--- src/rtl/dmem_arb_pkg.sv ---
// Types and helpers for the data-memory arbiter.
package dmem_arb_pkg;
    typedef enum logic {
        ARB_IDLE = 1'b0,
        ARB_BUSY = 1'b1
    } arb_state_e;

    localparam int DMEM_ARB_MAX_MASTERS = 8;
    localparam int DMEM_ARB_MAX_IDX_W   = $clog2(DMEM_ARB_MAX_MASTERS);

    // OR-reduction of set-bit positions; exact for one-hot or all-zero input.
    function automatic logic [DMEM_ARB_MAX_IDX_W-1:0] onehot_to_idx(
        input logic [DMEM_ARB_MAX_MASTERS-1:0] oh
    );
        logic [DMEM_ARB_MAX_IDX_W-1:0] idx;
        idx = '0;
        for (int i = 0; i < DMEM_ARB_MAX_MASTERS; i++) begin
            if (oh[i]) idx = idx | DMEM_ARB_MAX_IDX_W'(i);
        end
        return idx;
    endfunction
endpackage

--- src/rtl/riscv_defines.sv ---
// Core-wide bus widths shared by the data-side blocks.
package riscv_defines;
    localparam int RISCV_ADDR_WIDTH = 32;
    localparam int RISCV_WORD_WIDTH = 32;
endpackage

--- src/rtl/dmem_arbiter_rr_pick.sv ---
// Combinational requester selection: rotate-from-pointer round-robin or
// plain lowest-index priority, chosen by RR_EN.
module rr_pick
    import dmem_arb_pkg::*;
#(
    parameter int N     = 2,
    parameter bit RR_EN = 1'b0,
    parameter int IDX_W = $clog2(N)
) (
    input  logic [N-1:0]     req,
    input  logic [IDX_W-1:0] ptr,
    output logic [N-1:0]     grant,
    output logic [IDX_W-1:0] idx
);

    logic found;

    function automatic int scan_pos(input int k);
        return RR_EN ? ((int'(ptr) + k) % N) : k;
    endfunction

    always_comb begin
        grant = '0;
        found = 1'b0;
        for (int k = 0; k < N; k++) begin
            if (!found && req[scan_pos(k)]) begin
                found              = 1'b1;
                grant[scan_pos(k)] = 1'b1;
            end
        end
        idx = IDX_W'(onehot_to_idx(DMEM_ARB_MAX_MASTERS'(grant)));
    end

endmodule

--- src/rtl/dmem_arbiter.sv ---
// Shares the core data-memory port between N_MASTERS requesters (0 = LSU).
// Define DMEM_ARB_RR_EN for round-robin; otherwise fixed lowest-index priority.
module dmem_arbiter
    import riscv_defines::*;
    import dmem_arb_pkg::*;
#(
    parameter int N_MASTERS = 2
) (
    input  logic                                        clk,
    input  logic                                        rst_n,
    input  logic [N_MASTERS-1:0]                        m_valid_i,
    input  logic [N_MASTERS-1:0][RISCV_ADDR_WIDTH-1:0]  m_addr_i,
    input  logic [N_MASTERS-1:0][RISCV_WORD_WIDTH-1:0]  m_wdata_i,
    input  logic [N_MASTERS-1:0][3:0]                   m_we_i,
    output logic [N_MASTERS-1:0]                        m_ready_o,
    output logic [RISCV_WORD_WIDTH-1:0]                 m_rdata_o,
    output logic                                        dmem_valid_o,
    input  logic                                        dmem_ready_i,
    output logic [RISCV_ADDR_WIDTH-1:0]                 dmem_addr_o,
    output logic [RISCV_WORD_WIDTH-1:0]                 dmem_wdata_o,
    output logic [3:0]                                  dmem_we_o,
    input  logic [RISCV_WORD_WIDTH-1:0]                 dmem_rdata_i,
    output logic [N_MASTERS-1:0]                        grant_o,
    output logic                                        busy_o,
    output logic                                        protocol_err_o
);

    localparam int IDX_W = $clog2(N_MASTERS);
`ifdef DMEM_ARB_RR_EN
    localparam bit RR_EN = 1'b1;
`else
    localparam bit RR_EN = 1'b0;
`endif

    arb_state_e       state_q, state_d;
    logic [IDX_W-1:0] owner_q, owner_d;
    logic [IDX_W-1:0] rr_ptr_q, rr_ptr_d;
    logic [N_MASTERS-1:0] pick_grant;
    logic [IDX_W-1:0]     pick_idx;
    logic [IDX_W-1:0]     winner;
    logic [N_MASTERS-1:0] winner_oh;
    logic                 win_valid;
    logic                 complete;

    rr_pick #(
        .N     (N_MASTERS),
        .RR_EN (RR_EN),
        .IDX_W (IDX_W)
    ) u_pick (
        .req   (m_valid_i),
        .ptr   (rr_ptr_q),
        .grant (pick_grant),
        .idx   (pick_idx)
    );

    always_ff @(posedge clk or negedge rst_n) begin
        if (!rst_n) begin
            state_q  <= ARB_IDLE;
            owner_q  <= '0;
            rr_ptr_q <= '0;
        end else begin
            state_q  <= state_d;
            owner_q  <= owner_d;
            rr_ptr_q <= rr_ptr_d;
        end
    end

    // rst_n gates the request path so nothing reaches memory while in reset.
    always_comb begin
        winner         = (state_q == ARB_BUSY) ? owner_q : pick_idx;
        win_valid      = rst_n & m_valid_i[winner];
        complete       = win_valid & dmem_ready_i;
        state_d        = state_q;
        owner_d        = owner_q;
        rr_ptr_d       = rr_ptr_q;
        protocol_err_o = 1'b0;
        case (state_q)
            ARB_IDLE: begin
                if (win_valid && !dmem_ready_i) begin
                    state_d = ARB_BUSY;
                    owner_d = winner;
                end
            end
            ARB_BUSY: begin
                if (!m_valid_i[owner_q]) begin
                    state_d        = ARB_IDLE;
                    protocol_err_o = 1'b1;
                end else if (complete) begin
                    state_d = ARB_IDLE;
                end
            end
            default: state_d = ARB_IDLE;
        endcase
        if (complete) begin
            rr_ptr_d = (winner == IDX_W'(N_MASTERS - 1)) ? '0 : winner + 1'b1;
        end
    end

    assign winner_oh    = N_MASTERS'(1) << winner;
    assign dmem_valid_o = win_valid;
    assign dmem_addr_o  = m_addr_i[winner];
    assign dmem_wdata_o = m_wdata_i[winner];
    assign dmem_we_o    = win_valid ? m_we_i[winner] : 4'h0;
    assign grant_o      = win_valid ? winner_oh : '0;
    assign m_ready_o    = complete ? winner_oh : '0;
    assign m_rdata_o    = dmem_rdata_i;
    assign busy_o       = (state_q == ARB_BUSY);

endmodule

--- config.mk ---
export PLATFORM = sky130hd
export DESIGN_NAME = dmem_arbiter
export DESIGN_NICKNAME = d
export VERILOG_FILES = /design/src/rtl/dmem_arb_pkg.sv /design/src/rtl/riscv_defines.sv /design/src/rtl/dmem_arbiter_rr_pick.sv /design/src/rtl/dmem_arbiter.sv
export SDC_FILE = /design/constraint.sdc
export NUM_CORES = 1
export LEC_CHECK = 0
export ABC_CLOCK_PERIOD_IN_PS = 2900
export BUFFER_PORTS_ARGS = -buffer_cell sky130_fd_sc_hd__buf_2
export CORE_AREA = 10 10 101 103
export DETAILED_ROUTE_END_ITERATION = 10
export DIE_AREA = 0 0 111 113
export PLACE_DENSITY = 0.58
export REMOVE_ABC_BUFFERS = 1
export SLEW_MARGIN = 15
export SYNTH_ARGS = -nofsm -noshare
export SYNTH_HDL_FRONTEND = slang
export SYNTH_SLANG_ARGS = --single-unit
--- constraint.sdc ---
create_clock -name clk -period 2.9 [get_ports clk]
set_input_delay 0.58 -clock clk [delete_from_list [all_inputs] [get_ports clk]]
set_output_delay 0.58 -clock clk [all_outputs]
set_load 0.03 [all_outputs]
==> results of run 1 <==
==> path summary, 6_finish.rpt <==
kind / endpoint / slack, ns / cells past startpoint
setup / recovery: dmem_wdata_o[31] / 0.50 / 6
hold / removal: owner_q / 0.19 / 1
setup reg to reg: busy_o / 1.67 / 3
hold reg to reg: owner_q / 0.63 / 2
max in group asynchronous: busy_o / 2.57 / 1
min in group clk: busy_o / 0.61 / 2
==> state kept, by name, indices dropped and copies added (netlist names) <==
register  cells
busy_o        1
owner_q       1
==> metal layers <==
| metal | vias to the layer above | share of wire | track usage |
|---|---|---|---|
| li1 | 791 | - | - |
| met1 | 711 | 0.35 | 0.1156 |
| met2 | 169 | 0.43 | 0.1737 |
| met3 | 10 | 0.21 | 0.1300 |
| met4 | 6 | 0.0032 | 0.01302 |
| met5 | - | 0.012 | 0.04706 |
==> where the power goes <==
part           switching [mW]  internal, mW
registers             0.00684        0.0333
clock network          0.0239        0.0880
logic                   0.474         0.388
total                   0.505         0.510
==> critical path: stages <==
cell	delay [ns]
buf_2	0.12
nor2_1	0.07
a21boi_4	0.23
buf_12	0.26
mux2_2	0.36
buf_2	0.18
==> area by class of cell <==
class,instances,area [sq um],area share
clock buffers,3,41.29,0.01692
multi-input cells,86,1101,0.4513
flip-flops and latches,2,50.05,0.02051
well taps,105,131.4,0.05385
repair buffers,217,1116,0.4574
==> placed cells by master, fill, tap and decap left out, drive strengths merged <==
master   netlist  layout
a31oi          2       2
mux2          64      64
buf           39     217
and3           1       1
a2111oi        1       1
a21boi         1       1
clkbuf         1       3
nor2           4       4
or2            1       1
nor3b          1       1
a22o           4       4
dfrtp          2       2
a21oi          1       1
mux2i          1       1
and2           3       3
nand2          2       2
==> cell families (layout without fill, tap and decap cells) <==
kind of cell	count (synthesis)	count (layout)	share of synthesized area
simple gates	12	12	0.04238
flops	2	2	0.03260
compound gates	9	9	0.05216
buf+inv	40	220	0.2502
mux	65	65	0.6227
==> results by stage, run 1 <==
Synth:
- The largest area contributor in the synthesized netlist is mux2_4.
- Synthesis instantiated 20 different standard cells from the library.
- The fraction of registers with async set or reset after synthesis is 1.000.
- The synthesis warning total is 0.
- Counting flops with a built-in enable in the synthesized netlist gives 0.
- The synthesized area is 1535 sq um.
- The cell with the most instances after synthesis is mux2_4.
- By area the synthesized netlist is led by mux2_4 (59%), buf_4 (16%), buf_12 (9.1%), dfrtp_1 (3.3%), mux2_2 (2.9%).
- In this run, synthesis produced a sequential element count of 2.
- The dominant register cell in the synthesized netlist is dfrtp_1.
- The commonest cells after synthesis are mux2_4 (60), buf_4 (32), buf_12 (7).
- The share of the synthesized area in the top cell type is 0.5868.
- Of the synthesized area, sequential elements account for 0.03260.
- The gate count after technology mapping is 128.
- The mean post-synth cell area is 11.99 sq um.

Place:
- The total half-perimeter wirelength after legalization and detailed placement is 7912 microns.
- The cell count after placement is 410.
- The setup slack at placement is 0.4874 ns.
- The congestion estimate from routability-driven global placement came to 0.7504.
- The post-place instance area is 2399 sq um.
- The count of buffers inserted at the top-level ports is 215.

STA:
- The slack of the critical path is 0.4978 ns.
- The minimum period implied by the final worst setup slack is 2.402 ns.
- The final number of hold-violating endpoints is 0.
- Timing would allow up to 416.3 MHz.
- The final clock skew is 0.004510 ns.
- The measured slew at the worst slew-check pin is 0.4119 ns.
- Headroom to the max-slew limit came out at 0.7254.
- The total setup violations reported at the end of the flow is 0.
- The max-slew violation total from the final report is 0.
- The worst slack on hold paths is 0.1854 ns.
- Setup repair after global routing left no endpoint under its margin.
- Adding up every negative setup slack in the final design gives 0 ns.
- The post-route fraction of the period consumed by the critical path is 0.8283.

Detailed routing:
- In the routed design, unresolved DRC markers number 0.
- Across all layers, the routed design uses 1687 vias.
- The routed wire length is 8617 microns.
- The starting DRC count in detailed routing is 52.
- The post-detailed-route wirelength per cell is 20.86 microns.
- The first TritonRoute pass finished after 4 iterations.
- The routed via count divided by cell count is 4.085.
- The residual antenna-violating net count after detailed routing is 0.

Power:
- IR analysis of the VDD net gives a maximum drop of 194.4 uV.
- In this run the static leakage power is 1.539 nW.
- The total power per unit cell area is 415.9 nW/um^2.
- After layout, the design draws a total of 1.015 mW.

Job:
- The max-capacitance violation count is 0.

Cells and area:
- The fraction of layout instances using a drive strength above 1 is 0.9351.
- The layout net count is 483.
- The count of non-filler cells in the finished layout is 413.
- At the end of the flow the core is filled with cells to 0.3000.
- The count of fill cells added during filler insertion is 867.
- The count of inserted antenna diode cells is 0.
- The finished cells cover 2440 sq um.
- The area growth from synthesis to layout is 58.92%.

Clock network:
- The number of clock buffers added by TritonCTS is 3.
- TritonCTS built the clock tree.
- The number of gates resized after cts is 0.
- After clock tree synthesis, the flow added hold-fix buffers numbering 0.
- CTS built an H-tree with a depth of 1.
- After clock tree synthesis, the clock-pin slew on the worst setup and hold paths is 0.03 ns.
- The clock latency at the later pin of the worst-skew pair is 0.21 ns.
- The master cell of the clock root buffer is clkbuf_8.
- Once the clock tree was built, the setup fixing pass inserted 0 buffers.
- No sink is reached through more buffers than the 2 on the longest clock path.
- The clock net in this run drives a total of 2 sinks.

Global routing:
- The maximum number of pins on one net before global-route repair is 33.
- The aggregate global routing overflow is 0.
- For this run, the total global-route usage over all layers was measured as 0.1199.
- The number of antenna violations at the first check in global routing is 2.
- The first global-routing pass estimated 11590 microns of wire.
- The via count of the first global-routing pass is 1775.

Floorplan:
- The floorplan die width is 111 microns.
- The floorplan die area is 12540 sq um.
- The region available for standard cell placement spans 8134 sq um.
- The initial utilization of the core area, before any placement, comes to 0.1887.
- In this run the core area contains 33 standard-cell rows.
- The top-level I/O count is 280.
- The die is 113 microns tall.

Setup path:
- The nature of the critical path endpoint is an output pin.
- The nature of the critical path startpoint is a primary input.
- Tracing the worst setup path back leads to its startpoint at m_valid_i[0].
- The startpoint of the worst register-to-register path is owner_q.
- The classification of the worst setup path is primary input to output pin.
- The required time at the endpoint of the critical path is 2.32 ns.
- The biggest fanout along the worst timing path is 32.
- For the worst setup path, the data arrival time is 1.82 ns.

Outcome:
- The flow ran to the end, and the final reports show no timing, DRC or antenna violations.

Min path:
- The worst min-delay path class is primary input to asynchronous set/reset pin.
Note: power is estimated with default switching activity, not from simulation.
==> run 2, diff against run 1 <==
- ABC_CLOCK_PERIOD_IN_PS: 2900 -> 2100
- CORE_AREA: 10 10 101 103 -> 10 10 102 104
- DIE_AREA: 0 0 111 113 -> 0 0 112 114
- PLACE_DENSITY: 0.58 -> 0.59
- clock period: 2.9 -> 2.1 ns (I/O delays scaled with it)
==> results by stage, run 2 (synthesis results as in run 1) <==
Clock network:
- The maximum number of buffers from clock root to sink is 2.
- The CTS tree is built.
- The total number of H-tree levels is 1.
- The master cell of the clock root buffer is clkbuf_8.
- The clock latency at the later pin of the worst-skew pair is 0.21 ns.
- The cts-stage hold buffer count is 0.
- The clock edge transition at the registers on the reported setup and hold paths is 0.03 ns.
- In this run, CTS created clock tree buffers numbering 3.
- For this design, the sink count on the clock tree is 2.

Cells and area:
- In the layout the commonest cells are buf_2 (151), buf_6 (68), mux2_4 (64), buf_4 (6).
- At the end of the flow, the number of nets in the layout was 499.
- The fraction of layout instances using a drive strength above 1 is 0.9383.
- The count of inserted antenna diode cells is 0.
- After filler insertion, the fill cell instance count of the layout stands at 847.
- Leaving out fill and tap cells, the most frequent cell in the layout is buf_2.
- Compared with the post-synthesis result, the final layout area differs by 102.4%.

Detailed routing:
- In this run, the number of DRC markers left after iteration 0 of detailed routing was 38.
- The total number of vias is 1815.
- The routed wire length is 9900 microns.
- In the routed layout, each cell is associated on average with a via count of 4.201.
- Dividing the detail-routed wire length by the instance count gives 22.92 microns.
- The number of search-and-repair iterations in the first detailed-routing pass is 4.
- The post-route DRC violation count is 0.
- Once detail routing completed, the nets flagged for antenna violations numbered 0.

Setup path:
- The biggest fanout along the worst timing path is 8.
- For the worst flop-to-flop path, the logic depth is 4.
- The worst setup path is launched from a register.
- STA puts the critical path data required time at 1.68 ns.
- The classification of the worst setup path is register to output pin.
- STA classifies the critical path endpoint as an output pin.
- STA puts the critical path data arrival time at 1.72 ns.

Min path:
- The worst min-delay path class is primary input to asynchronous set/reset pin.

Global routing:
- The combined global-route utilization of all metal layers is 0.1267.
- The wire length of the first global-routing pass is 12550 microns.
- Summed over all layers, the global routing overflow is 0.
- The via count of the first global-routing pass was 2037.
- The maximum number of pins on one net before global-route repair is 17.
- The number of antenna violations at the first check in global routing is 0.

Floorplan:
- The area of the core region is 8466 sq um.
- The floorplan step set the die height to 114 microns.
- During I/O placement, the number of pins put on the boundary was 280.
- The initial utilization of the core area, before any placement, comes to 0.1813.
- The floorplan die width is 112 microns.
- The number of core rows is 34.
- The floorplan step defined a die boundary enclosing 12770 sq um.

STA:
- Clock skew on the completed layout was measured at 0.0005577 ns.
- The maximum achievable frequency is 467.6 MHz.
- Across all setup checks in the final design, the least slack found is -0.03836 ns.
- Of the available clock period, the critical path in the final layout requires 1.018.
- For the pin with the worst max-slew slack, the measured transition is 0.3489 ns.
- The worst slack on hold paths is 0.03630 ns.
- Setup repair after global routing could not meet its margin everywhere.
- Setup violations remaining at the end of the flow were counted as 52.
- The final number of hold-violating endpoints is 0.
- The max-slew violation total from the final report is 0.
- The minimum period implied by the final worst setup slack is 2.138 ns.
- The sum of negative setup slack is -0.8263 ns.
- The worst max-slew margin expressed relative to the limit is 0.7614.

Power:
- For this design the ratio of total power to cell area is 592.1 nW/um^2.
- The leakage component of the power is 1.825 nW.
- The largest vdd supply drop is 404.1 uV.
- The total power is 1.840 mW.

Job:
- The max-capacitance violation count is 0.

Place:
- The count of buffers inserted at the top-level ports is 215.
- At the end of routability-driven placement, the weighted congestion stood at 0.7280.
- OpenSTA, run right after detailed placement, puts the worst setup slack at 0.06762 ns.
- Summed over all nets, the half-perimeter wirelength after detailed placement is 7758 microns.

Outcome:
- The flow ran to the end, but the final reports show violations.
- The checks that failed: negative setup slack.
==> run 2: timing repair <==
item	4_1_cts	5_1_grt
pin swaps	0	1
buffers inserted	6	1
resized for setup	38	140
gates cloned	3	3
endpoints found under the setup margin	64	64
endpoints found under the hold margin	0	0
==> run 2: metal layers <==
| metal | track usage | vias to the layer above | part of all wire | wire length (microns) |
|---|---|---|---|---|
| li1 | - | 826 | - | - |
| met1 | 0.1250 | 813 | 0.35 | 3482 |
| met2 | 0.1884 | 168 | 0.45 | 4424 |
| met3 | 0.1255 | 6 | 0.19 | 1884 |
| met4 | 0.01607 | 2 | 0.0029 | 29 |
| met5 | 0.04706 | - | 0.0081 | 80 |
==> run 2: through the flow <==
step | instance area, sq um | util | std cells
3_5_place_dp | 2425 | 0.2864 | 416
3_3_place_gp | 2425 | 0.2864 | 416
5_1_grt | 3107 | 0.3670 | 432
4_1_cts | 2694 | 0.3182 | 428
2_1_floorplan | 1151 | - | 88
6_report | 3107 | 0.3670 | 432
==> run 2: path summary, 6_finish.rpt <==
| kind | start | slack, ns | to |
|---|---|---|---|
| max in group asynchronous | rst_n | 1.91 | owner_q |
| min in group clk | dmem_ready_i | 0.46 | busy_o |
| worst max register to register | busy_o | 0.74 | busy_o |
| worst min-delay path | rst_n | 0.04 | busy_o |
| worst min register to register | owner_q | 0.72 | owner_q |
| worst max-delay path | busy_o | -0.04 | dmem_addr_o[9] |
==> run 2: worst max-delay path, stage by stage (launching register included) <==
cell and delay (ns):
dfrtp_1 0.40, nand2_2 0.09, a21boi_4 0.24, buf_6 0.16, clkbuf_16 0.17, mux2_4 0.31
buf_6 0.14
==> run 2: power by group <==
| group | leakage, nW | internal (mW) | switching, mW |
|---|---|---|---|
| clock network | 0.0216 | 0.121 | 0.0299 |
| registers | 0.0245 | 0.0461 | 0.00637 |
| logic | 1.78 | 0.869 | 0.767 |
| total | 1.83 | 1.04 | 0.803 |
==> run 2: final cells by class <==
class	count	area (sq um)	share of cell area
Timing Repair Buffer	233	1764	0.5679
Sequential cell	2	50.05	0.01611
Tap cell	108	135.1	0.04350
Multi-Input combinational cell	86	1116	0.3592
Clock buffer	3	41.29	0.01329
==> run 3, diff against run 2 <==
==> constraint.sdc (replaced) <==
create_clock -name clk -period 2.1 [get_ports clk]
set_input_delay 0.21 -clock clk [delete_from_list [all_inputs] [get_ports clk]]
set_output_delay 0.21 -clock clk [all_outputs]
set_load 0.03 [all_outputs]
==> results by stage, run 3 (synthesis results as in run 1) <==
Power:
- The design draws 1.474 mW.
- The share of total power in combinational logic is 0.858.
- The internal power is 0.7516 mW.
- In this run the power density over the cells is 578.4 nW/um^2.
- The share of total power consumed by net switching is 0.4901.
- The largest vdd supply drop is 335.4 uV.
- The share of total power dissipated in sequential elements is 0.038.
- Of the total power, the clock network draws 0.104.
- For this design the static power due to leakage is 1.591 nW.
- The total net switching power is 0.7226 mW.

Place:
- The cell count after placement is 413.
- The routability congestion estimate is 0.7210.
- The total half-perimeter wirelength after legalization and detailed placement is 7845 microns.
- In this run the tool buffered the top-level ports with 215 buffer cells.

STA:
- Of the available clock period, the critical path in the final layout requires 0.9745.
- Setup repair after global routing left no endpoint under its margin.
- The measured slew at the worst slew-check pin is 0.3548 ns.
- The max-slew violation total from the final report is 0.
- The clock arrives with 0.001374 ns of skew.
- The worst max-slew margin expressed relative to the limit is 0.7574.
- The clock period could shrink to 2.046 ns.
- Setup violations remaining at the end of the flow were counted as 0.
- The final number of hold-violating endpoints is 0.
- The maximum achievable frequency is 488.7 MHz.

Cells and area:
- The utilization after layout is 0.3011.
- In the layout the commonest cells are buf_2 (214), mux2_4 (60), nor2_1 (4), a22o_1 (4), mux2_2 (4).
- Of the cells placed in the final design, the portion with a size suffix greater than 1 is 0.9397.
- Across the whole layout, storage elements account for 51.30 sq um.
- The count of inserted antenna diode cells is 0.
- The multi-input combinational cells in the finished layout cover a total of 1105 sq um.
- The area growth from synthesis to final layout is 66.01%.
- The count of fill cells added during filler insertion is 917.
- Once layout is complete, the cells apart from fillers number 423.
- The commonest non-fill, non-tap cell in the layout is buf_2.
- The layout net count is 490.

Floorplan:
- The floorplan die area is 12770 sq um.
- During I/O placement, the number of pins put on the boundary was 280.
- The initial utilization of the core area, before any placement, comes to 0.1813.
- The area of the core region is 8466 sq um.
- The die is 114 microns tall.
- In this run the core area contains 34 standard-cell rows.
- The floorplan die width is 112 microns.

Setup path:
- Counting buffers and inverters, the worst setup path is 6 cells deep.
- The worst setup path is launched from a register.
- For the worst setup path, the data required time is 1.89 ns.
- The classification of the worst setup path is register to output pin.
- The worst register-to-register path ends at busy_o.
- The nature of the critical path endpoint is an output pin.
- The cell class contributing the biggest share of worst-path delay is buffers and inverters.
- Among all stages on the critical path, the largest delay is contributed by dfrtp_1.
- Measured in cells, the most critical reg-to-reg path has a length of 3.
- The biggest fanout along the worst timing path is 10.
- The count of buffering cells on the critical path with inverters included is 3.
- Traced cell by cell, the critical path runs through nand2_2 > a21boi_4 > buf_6 > buf_12 > mux2_2 > buf_2.
- The worst register-to-register path begins at owner_q.
- The worst register-to-register path has a setup slack of 0.83 ns.
- STA puts the critical path data arrival time at 1.84 ns.
- On the worst path, the slowest cell contributes a delay of 0.41 ns.

Clock network:
- The total number of H-tree levels is 1.
- The number of sinks driven by the clock tree is 2.
- The clock passes through at most 2 buffers.
- TritonCTS built the clock tree.
- The master cell of the clock root buffer is clkbuf_8.
- The clock edge transition at the registers on the reported setup and hold paths is 0.03 ns.
- The number of buffers added by the clock tree synthesis step is 3.
- The clock latency at the later pin of the worst-skew pair is 0.21 ns.

Global routing:
- The first global-routing pass estimated 11850 microns of wire.
- Across every metal layer, demand over resource in global routing totals 0.1183.
- The number of antenna violations at the first check in global routing came to 0.
- The via count of the first global-routing pass was 1983.
- Entering global routing, the biggest net connects 39 pins.
- The aggregate global routing overflow is 0.

Min path:
- The origin of the worst min-delay path is dmem_ready_i.
- The number of instances on the worst hold path is 2.
- The worst hold path belongs to the class primary input to register.
- The endpoint with the worst hold slack is busy_o.

Detailed routing:
- In this run the remaining antenna-violating nets after routing total 0.
- The pre-antenna-repair detailed-routing pass consisted of 4 iterations.
- The detailed-route wire length on metal 1 is 3062 microns.
- The routed wire length is 8952 microns.
- The post-route DRC violation count is 0.
- The detailed route wirelength on metal3 is 1890 microns.
- The starting DRC count in detailed routing is 41.
- The routed layout has 1735 vias.
- After detailed routing, the met2 layer carries 3895 microns of wire.
- In the final routed layout, each cell accounts on average for 21.16 microns.
- The routed via count divided by cell count is 4.102.
- The highest metal layer with signal wires is met5.

Job:
- The max-capacitance violation count is 0.

Outcome:
- The flow ran to the end, and the final reports show no timing, DRC or antenna violations.
==> run 3: changes by cell type in the layout (fill, tap and decap cells not counted), moves of 3 or more <==
cell	delta
mux2_2	+4
buf_16	-3
buf_4	-3
mux2_4	-4
buf_2	+63
buf_6	-66
==> run 3: worst register-to-register path: stages (launching register included) <==
cell       delay [ns]
dfrtp_1          0.41
mux2i_1          0.14
and2_2           0.21
a2111oi_0        0.38
==> run 3: power groups by stage <==
stage	Sequential [mW]	Combinational, mW	Clock, mW
finish	0.0562	1.26	0.154
detailed placement	0.0569	1.21	0
CTS	0.0566	1.22	0.158
global route	0.0560	1.33	0.158
floorplan	0.0595	0.865	0
global placement	0.0550	1.20	0
==> run 3: what timing repair did <==
item | 4_1_cts | 5_1_grt
endpoints found under the setup margin | 0 | 18
gates resized for setup | 0 | 6
setup buffers | 0 | 4
hold endpoints to repair | 2 | 0
hold buffers | 1 | 0
==> run 3: worst max-delay path by stage <==
stage            start              to
3_3_place_gp    busy_o  dmem_addr_o[0]
6_report       owner_q  dmem_addr_o[1]
2_1_floorplan   busy_o  dmem_addr_o[0]
4_1_cts         busy_o  dmem_addr_o[1]
5_1_grt        owner_q  dmem_addr_o[0]
3_5_place_dp    busy_o  dmem_addr_o[1]
==> run 3: layout make-up <==
| cell class | count | area share |
|---|---|---|
| flip-flops and latches | 2 | 0.02013 |
| repair buffers | 224 | 0.4772 |
| multi-input cells | 86 | 0.4335 |
| clock buffers | 3 | 0.01620 |
| well taps | 108 | 0.05302 |
==> run 3: metal layers <==
| metal | global-route usage | up-vias |
|---|---|---|
| met5 | 0.04706 | - |
| met3 | 0.1255 | 6 |
| met4 | 0.01269 | 2 |
| met2 | 0.1737 | 160 |
| li1 | - | 806 |
| met1 | 0.1144 | 761 |
==> run 3: metrics by stage <==
stage | setup TNS (ns) | setup WS, ns | cell area (sq um) | hold slack [ns]
final | 0 | 0.05358 | 2549 | 0.2415
after global routing | 0 | 0.007464 | 2549 | 0.2620
after CTS | 0 | 0.02352 | 2454 | 0.2484
after detailed placement | 0 | 0.2541 | 2402 | 0.03751
after global placement | 0 | 0.3118 | 2402 | 0.03688
after floorplan | -62.15 | -1.035 | 1151 | -0.08559
